$ cat config.mk
export PLATFORM = sky130hd
export DESIGN_NAME = fir_coeff_loader
export DESIGN_NICKNAME = d
export VERILOG_FILES = /design/src/rtl/fir_pkg.sv /design/src/rtl/fir_coeff_loader_wait_timer.sv /design/src/rtl/fir_coeff_loader.sv
export SDC_FILE = /design/constraint.sdc
export NUM_CORES = 1
export LEC_CHECK = 0
export CAP_MARGIN = 0
export CORE_ASPECT_RATIO = 1.2
export CORE_MARGIN = 2
export CORE_UTILIZATION = 30
export DETAILED_ROUTE_END_ITERATION = 10
export HOLD_SLACK_MARGIN = 0.06
export PLACE_DENSITY_LB_ADDON = 0.05
export SYNTH_ARGS = -nofsm -noshare
export SYNTH_HDL_FRONTEND = slang
export SYNTH_SLANG_ARGS = --single-unit
$ cat constraint.sdc
create_clock -name clk -period 19.1 [get_ports clk]
set_input_delay 1.91 -clock clk [delete_from_list [all_inputs] [get_ports clk]]
set_output_delay 1.91 -clock clk [all_outputs]
set_load 0.01 [all_outputs]
$ cat src/rtl/fir_pkg.sv
// Shared definitions for the FIR coefficient loader: default sizing and the loader state enum.
package fir_pkg;

   localparam int FIR_COEFF_W   = 16;
   localparam int DEF_NUM_COEFF = 4;
   localparam int DEF_TIMEOUT   = 64;

   typedef enum logic [2:0] {
      ST_IDLE,
      ST_LOAD,
      ST_WAIT_BUSY,
      ST_WAIT_DONE,
      ST_DONE,
      ST_ERR
   } loader_state_t;

endpackage

$ cat src/rtl/fir_coeff_loader_wait_timer.sv
// Handshake watchdog: synchronous-clear cycle counter whose flag marks the TIMEOUT-th counted cycle.
module wait_timer #(
   parameter int TIMEOUT = 64
) (
   input  logic clk,
   input  logic rst,
   input  logic clear,
   input  logic enable,
   output logic expired
);

   localparam int CW = (TIMEOUT > 2) ? $clog2(TIMEOUT) : 1;

   logic [CW-1:0] count;

   // Saturates on the terminal value so a long stall cannot wrap back to a small count.
   always_ff @(posedge clk) begin
      if (rst || clear) begin
         count <= '0;
      end else if (enable && !expired) begin
         count <= count + 1'b1;
      end
   end

   assign expired = (count == CW'(TIMEOUT - 1));

endmodule

$ cat src/rtl/fir_coeff_loader.sv
// Snapshots a coefficient set from the host and feeds it word by word to the FIR core,
// pacing each word on the core's modwait handshake and flagging a stalled core.
module fir_coeff_loader
   import fir_pkg::*;
#(
   parameter int NUM_COEFF = DEF_NUM_COEFF,
   parameter int COEFF_W   = FIR_COEFF_W,
   parameter int TIMEOUT   = DEF_TIMEOUT,
   localparam int IDX_W    = $clog2(NUM_COEFF)
) (
   input  logic                           clk,
   input  logic                           rst,
   input  logic                           new_coeff_set,
   input  logic [NUM_COEFF*COEFF_W-1:0]   coeff_bus,
   input  logic                           modwait,
   output logic [COEFF_W-1:0]             fir_coefficient,
   output logic                           load_coeff,
   output logic [IDX_W-1:0]               coeff_idx,
   output logic                           busy,
   output logic                           coeff_done,
   output logic                           timeout_err
);

   localparam logic [IDX_W-1:0] LAST_IDX = IDX_W'(NUM_COEFF - 1);

   loader_state_t      state;
   loader_state_t      state_next;
   logic [COEFF_W-1:0] shadow [NUM_COEFF];
   logic [IDX_W-1:0]   idx_next;
   logic [COEFF_W-1:0] word_next;
   logic               capture;
   logic               err_next;
   logic               timer_clear;
   logic               timer_en;
   logic               timer_expired;

   // Every state entry restarts the watchdog, so each handshake phase gets its own budget.
   assign timer_clear = (state_next != state);
   assign timer_en    = (state == ST_WAIT_BUSY) || (state == ST_WAIT_DONE);

   wait_timer #(
      .TIMEOUT (TIMEOUT)
   ) u_wait_timer (
      .clk     (clk),
      .rst     (rst),
      .clear   (timer_clear),
      .enable  (timer_en),
      .expired (timer_expired)
   );

   always_ff @(posedge clk) begin
      if (rst) begin
         state <= ST_IDLE;
      end else begin
         state <= state_next;
      end
   end

   always_comb begin
      state_next = state;
      idx_next   = coeff_idx;
      word_next  = fir_coefficient;
      capture    = 1'b0;
      err_next   = timeout_err;

      case (state)
         ST_IDLE: begin
            // Word 0 comes straight off the bus because the shadow copy lands on the same edge.
            if (new_coeff_set && !modwait) begin
               capture    = 1'b1;
               idx_next   = '0;
               word_next  = coeff_bus[COEFF_W-1:0];
               err_next   = 1'b0;
               state_next = ST_LOAD;
            end
         end
         ST_LOAD: begin
            state_next = ST_WAIT_BUSY;
         end
         ST_WAIT_BUSY: begin
            if (modwait) begin
               state_next = ST_WAIT_DONE;
            end else if (timer_expired) begin
               state_next = ST_ERR;
            end
         end
         ST_WAIT_DONE: begin
            if (!modwait) begin
               if (coeff_idx == LAST_IDX) begin
                  state_next = ST_DONE;
               end else begin
                  idx_next   = coeff_idx + 1'b1;
                  word_next  = shadow[idx_next];
                  state_next = ST_LOAD;
               end
            end else if (timer_expired) begin
               state_next = ST_ERR;
            end
         end
         ST_DONE: begin
            state_next = ST_IDLE;
         end
         ST_ERR: begin
            if (!new_coeff_set) begin
               state_next = ST_IDLE;
            end
         end
         default: begin
            state_next = ST_IDLE;
         end
      endcase

      if (state_next == ST_ERR) begin
         err_next = 1'b1;
      end
   end

   // Outputs are registered from the next state so they line up with the state they describe.
   always_ff @(posedge clk) begin
      if (rst) begin
         coeff_idx       <= '0;
         fir_coefficient <= '0;
         load_coeff      <= 1'b0;
         busy            <= 1'b0;
         coeff_done      <= 1'b0;
         timeout_err     <= 1'b0;
      end else begin
         coeff_idx       <= idx_next;
         fir_coefficient <= word_next;
         load_coeff      <= (state_next == ST_LOAD);
         busy            <= (state_next != ST_IDLE);
         coeff_done      <= (state_next == ST_DONE);
         timeout_err     <= err_next;
      end
   end

   always_ff @(posedge clk) begin
      if (rst) begin
         for (int i = 0; i < NUM_COEFF; i++) begin
            shadow[i] <= '0;
         end
      end else if (capture) begin
         for (int i = 0; i < NUM_COEFF; i++) begin
            shadow[i] <= coeff_bus[i*COEFF_W +: COEFF_W];
         end
      end
   end

endmodule

==> results.cfg <==
[logic_synthesis]
synth_edf_count = 64
ys_seq_elements = 95
async_flop_share = 0
synth-xor-area-share = 0.00803
synth_warnings = 0
synthAdderAreaFrac = 0.00574
synth_simple_gate_area_frac = 0.190
synth_top_family_by_area = simple AND/OR/NAND/NOR gates
syn_avg_cell_area_um2 = 12.6
synth_mux_area_frac = 0.0872
synth_fp_nets = 416
ys.flop_type = edfxtp_1
ys_types = 44
syn-instance-count = 346
syn-cell-area_um2 = 4360
synth_seq_area_share = 0.583
synth_compound_area_frac = 0.0929

[timing]
finalHoldViolations = 0
maxSlewHeadroom = 0.274
final.setup.tns_ps = 0
worst_slew_pin_slew_ps = 1090
fin_crit_sh = 0.205
setup_violations = 0
finalClockSkew_ps = 16.7
timing.fmax_ghz = 0.255
rsz0062_at_grt = no
finalMaxSlewViolations = 0
layout_min_cycle_time_ps = 3920

[clock_tree]
cts_max_level = 3
clock_sink_count = 95
cts-resized-gates = 0
clk_latency_ps = 340
ctsLongestPathBuffers = 2
ctsHoldBuffers = 0
postCtsSetupRepairBufs = 0
cts_tree = yes
numCtsBuffers = 9
clk_pin_slew_ps = 60
clockRootBuffer = clkbuf_16

[cells_and_area]
area_growth_syn_to_layout_pct = 29.9
layout-drive-gt1-share = 0.114
mostFrequentLayoutCells = clkdlybuf4s50_1 (89), and2_1 (67), edfxtp_1 (64)
seq_area_um2 = 2540
multiInputGateArea_um2 = 1690
mostFrequentLayoutCell = clkdlybuf4s50_1
fillers = 1388
fin_nets = 495
antenna_cells = 0
fin_area_um2 = 5670
fin_cells = 605

[setup_path]
end_kind = flop
crit_family = buffers and inverters
cp-start-kind = input port
crit_fanout = 65
cp_cell_sequence = clkdlybuf4s50_1 -> or3_1 -> o21ai_4 -> buf_4
cpPeakStageDelay_ps = 630
slowest_stage = buf_4
critPathRequiredTime_ps = 19060
worst_ep_arrival_time_ps = 3880
critPathBufInv = 2
crit_type = in2reg

[run_status]
status = finished, final reports clean

[place]
hpwlAfterDp_mm = 6.36
place_congestion = 0.813
place_area_um2 = 5380
place_inst = 589
io_buffer_count = 89

[global_routing]
grt_max_degree = 66
grt_pass1_vias = 2864
antenna_found_initial = 0
grt.total_usage = 0.131
grt_pass1_wl_mm = 15.2
overflow = 0

[die]
die_w_um = 114
ioPinCount = 90
floorplan.rows = 48
coreArea_um2 = 14300
die_y_um = 136
dieArea_um2 = 15500
start_util = 0.305

[drt]
wl_per_cell_um = 15.9
drt-total-wl_mm = 9.65
via_per_inst = 4.66
drt_iter0_drc = 134
remaining_drc_errors = 0
ant_nets = 0
dr.pass1.iters = 6
vias = 2818

[power]
p_leak_uw = 0.00199
powerDensity_nw_per_um2 = 82.2
ir_worst_vdd_uv = 42.3

[hold_path]
hp-class = reg2reg

[flow_run]
max_cap_violations = 0
==> cells in the mapped netlist, drive strengths merged, types with 5 or more instances <==
cell type  count  area (µm²)
and2          67         419
edfxtp        64        1920
nand2         39         146
dfxtp         31         621
nor2          20        75.1
mux4          16         360
a311oi        13         170
buf           12        73.8
clkbuf        12        52.6
nor3           8        51.3
o21ai          8        40.0
a21oi          5        25.0
a31oi          5        31.3
inv            5        18.8
==> report_power, final <==
part	total, µW	internal (µW)	leakage, µW	switching, µW
registers	240	234	0.000931	5.70
clock network	175	101	0.000146	74.1
logic	51.1	28.7	0.000910	22.5
total	466	364	0.00199	102
==> routing by layer <==
layer  share of wire  wire length [µm]  up-vias  GRT usage
met2            0.50              4830       80      0.218
met5               0                 0        -          0
met3           0.041               392       13     0.0267
li1                -                 -     1419          -
met1            0.44              4250     1306      0.167
met4           0.018               169        0     0.0542
==> layout make-up <==
type	instances	share of cell area
Tap cell	175	0.0386
Clock buffer	10	0.0404
Inverter	5	0.00331
Sequential cell	95	0.449
Multi-Input combinational cell	222	0.297
Clock inverter	6	0.0104
Timing Repair Buffer	92	0.161
==> registers in the layout (all words and copies together) (netlist names) <==
name                cells
busy                    1
coeff_done              1
coeff_idx               2
fir_coefficient        16
load_coeff              1
shadow                 64
state                   3
timeout_err             1
u_wait_timer.count      6
==> metrics by stage <==
| stage | worst slack, ps | hold WS, ps | util | power [µW] |
|---|---|---|---|---|
| after floorplan | 11620 | 480 | - | 270 |
| after global placement | 14840 | 477 | 0.376 | 296 |
| after detailed placement | 14840 | 479 | 0.376 | 296 |
| after CTS | 15180 | 485 | 0.397 | 473 |
| after global routing | 15050 | 498 | 0.397 | 486 |
| final | 15180 | 478 | 0.397 | 466 |
==> worst paths after layout <==
| kind | startpoint | end | slack (ps) | cells after the start |
|---|---|---|---|---|
| max reg2reg | coeff_idx[0] | fir_coefficient[8] | 16630 | 5 |
| min | timeout_err | timeout_err | 480 | 2 |
| min reg2reg | timeout_err | timeout_err | 480 | 2 |
| max | modwait | shadow[0][12] | 15180 | 4 |
==> cells by family after synthesis <==
logic type / after synthesis
XOR/XNOR: 4
buffers and inverters: 29
AND/OR/NAND/NOR: 153
flip-flops: 95
AO/OA/AOI/OAI: 45
multiplexers: 18
adder cells (fa/ha/maj): 2
==> worst reg2reg max path, cell delays in order, from the launching register on <==
cell and delay [ps]:
dfxtp_2 540, ha_1 360, nand3b_1 220, a21boi_4 870, nor2_1 140, a311oi_2 270
No activity file was read; power rests on OpenSTA's default activity.
==> RTL edit, RTL diff (same flow settings) <==
Re-encode `loader_state_t` (6 states) as one-hot, 6 bits wide.
--- a/src/rtl/fir_pkg.sv
+++ b/src/rtl/fir_pkg.sv
@@ -5,13 +5,13 @@
    localparam int DEF_NUM_COEFF = 4;
    localparam int DEF_TIMEOUT   = 64;
 
-   typedef enum logic [2:0] {
-      ST_IDLE,
-      ST_LOAD,
-      ST_WAIT_BUSY,
-      ST_WAIT_DONE,
-      ST_DONE,
-      ST_ERR
+   typedef enum logic [5:0] {
+      ST_IDLE      = 6'b000001,
+      ST_LOAD      = 6'b000010,
+      ST_WAIT_BUSY = 6'b000100,
+      ST_WAIT_DONE = 6'b001000,
+      ST_DONE      = 6'b010000,
+      ST_ERR       = 6'b100000
    } loader_state_t;
 
 endpackage
Behaviour: no difference found for any inputs over 10 cycles, from zero or initial values and one cycle with rst high; not proved beyond that.
==> RTL edit against the original RTL <==
Total power rose by 13%; final cell count rose by 5.5%; synthesized area grew 2.3%; core utilization rose by 0.79 points; clock skew down 0.0082 ns; largest cell class unchanged; setup slack gained 0.0036 ns; design area increased by 3.3%; sequential cell count up 3; first-iteration DRC count increased by 58%; wire length grew 10%.
==> RTL edit: results (changes against the original RTL) <==
Power and ir drop
  – Worst IR Drop VDD: 0.04079 mV (-3.7%)
  – Leakage Power: 2.152 nW (+8.3%)

Setup path
  – R2R Setup Slk: 16.32 ns (-0.31 ns)
  – Top delay family on crit path: simple AND/OR/NAND/NOR gates
  – Slowest CP cell: or4_1
  – Crit Path Max Fanout: 34 (-48%)
  – Critical path arrival: 4.18 ns (+0.30 ns)
  – Delay of the slowest critical-path stage: 0.73 ns (+0.10 ns)

Yosys
  – Synth Area in Compound Gates: 8.499% (-0.80 points)
  – Xor/xnor cell area share of the yosys netlist: 0.5891% (-0.21 points)
  – Post-synth cell types: 45 (+2.3%)
  – Commonest cells in the synthesized netlist: and2_1 (66), edfxtp_1 (64), dfxtp_1 (34)
  – Synth Area in Adders: 0.5610% (-0.013 points)
  – Mux contribution to synthesized area: 11.67% (+2.9 points)
  – Sequential area share after synthesis: 58.35% (about the same)
  – Leading post-synthesis cells by cell area: edfxtp_1 (43%), dfxtp_1 (15%), and2_1 (9.3%)
  – Synth Net Count: 427 (+2.6%)

Placed design
  – DP Area: 0.005518 mm2 (+2.6%)
  – Final HPWL DP: 7308 um (+15%)
  – Routability cong.: 0.8183 (+0.68%)

Route
  – Routed wl met2: 5619 um (+16%)
  – Via Count: 3014 (+7.0%)
  – DR iter-0 viols: 212 (+58%)
  – 1st-pass router iterations: 4 (-2)
  – Final wirelength: 10650 um (+10%)
  – WL met3: 470 um (+20%)
  – Met1 wire length: 4385 um (+3.1%)

Cells and area
  – Biggest regs: shadow (64), fir_coefficient (16)
  – Filler cells: 1394 (+0.43%)
  – Nets: 503 (+1.6%)
  – Ratio of cells with drive above 1 in the final layout: 9.361% (-2.0 points)

Clocking
  – Skew-Pair Late Insertion Delay: 0.34 ns (about the same)
  – CTS buffer count: 9 (unchanged)

Global routing
  – Largest net degree at the start of global routing: 65 (-1.5%)
  – Global-route wire length before repair: 16330 um (+7.1%)
  – Gr usage total: 13.99% (+0.85 points)

STA
  – Post-Route Skew: 0.008536 ns (-0.008199 ns)
  – WHS: 0.4934 ns (+0.01551 ns)
  – Slew Limit Fails: 0 (unchanged)
  – Relative slew margins: 24.20% (-3.2 points)

Outcome
  – Status: finished, final reports clean
## RTL edit: changes by cell type after synthesis, moves of 5 or more
cell | unedited run | this run
a21oi_1 | 5 | 23
a311oi_2 | 9 | 1
buf_2 | 8 | 2
clkbuf_1 | 6 | 21
clkbuf_2 | 6 | 0
inv_1 | 5 | 10
mux2i_1 | 2 | 16
nand2_1 | 39 | 7
nand4_1 | 0 | 6
nor2_1 | 20 | 12
o21ai_0 | 8 | 15
## RTL edit: cell type report
cell class | count | area share (%)
Clock buffer | 11 | 3.975
Clock inverter | 5 | 1.774
Inverter | 10 | 0.6412
Multi-Input combinational cell | 223 | 29.39
Sequential cell | 98 | 44.48
Tap cell | 200 | 4.274
Timing Repair Buffer | 91 | 15.47
## RTL edit: stage by stage
stage / std cells / setup WS [ns] / power, W
6_report: 638 / 15.18 / 0.0005255
5_1_grt: 638 / 15.07 / 0.0005486
4_1_cts: 638 / 15.18 / 0.0005337
3_5_place_dp: 622 / 14.83 / 0.0003266
3_3_place_gp: 622 / 14.85 / 0.0003260
2_1_floorplan: 357 / 15.18 / 0.0002890
## RTL edit: power by group
part | internal, W | leakage, nW | switching [W]
Combinational | 0.0000352 | 1.03 | 0.0000307
Sequential | 0.000246 | 0.954 | 0.00000866
Clock | 0.000128 | 0.164 | 0.0000770
Total | 0.000409 | 2.15 | 0.000116
## RTL edit: final timing paths
check,from,endpoint,cells past startpoint
worst min register to register,coeff_idx[1],coeff_idx[1],2
worst min-delay path,coeff_idx[1],coeff_idx[1],2
worst max register to register,state[3],coeff_idx[0],5
worst max-delay path,modwait,u_wait_timer.count[2],7
## RTL edit: layer usage
layer | vias up | track usage [%]
li1 | 1480 | -
met1 | 1457 | 17.08
met2 | 66 | 24.07
met3 | 11 | 2.860
met4 | 0 | 5.556
met5 | - | 0
## RTL edit: worst reg2reg max path: stages (launching register included)
cell and delay, ns:
dfxtp_1 0.61, inv_1 0.22, nor3_1 0.43, nand2_1 0.74, or3_1 0.57, a21oi_1 0.12
## RTL edit: cell families (layout without fill, tap and decap cells)
kind of cell,after synthesis,after routing
fa+ha+maj,2,2
buf+inv,36,117
flops,98,98
xor+xnor,3,3
mux,32,32
compound gates,59,59
simple gates,127,127
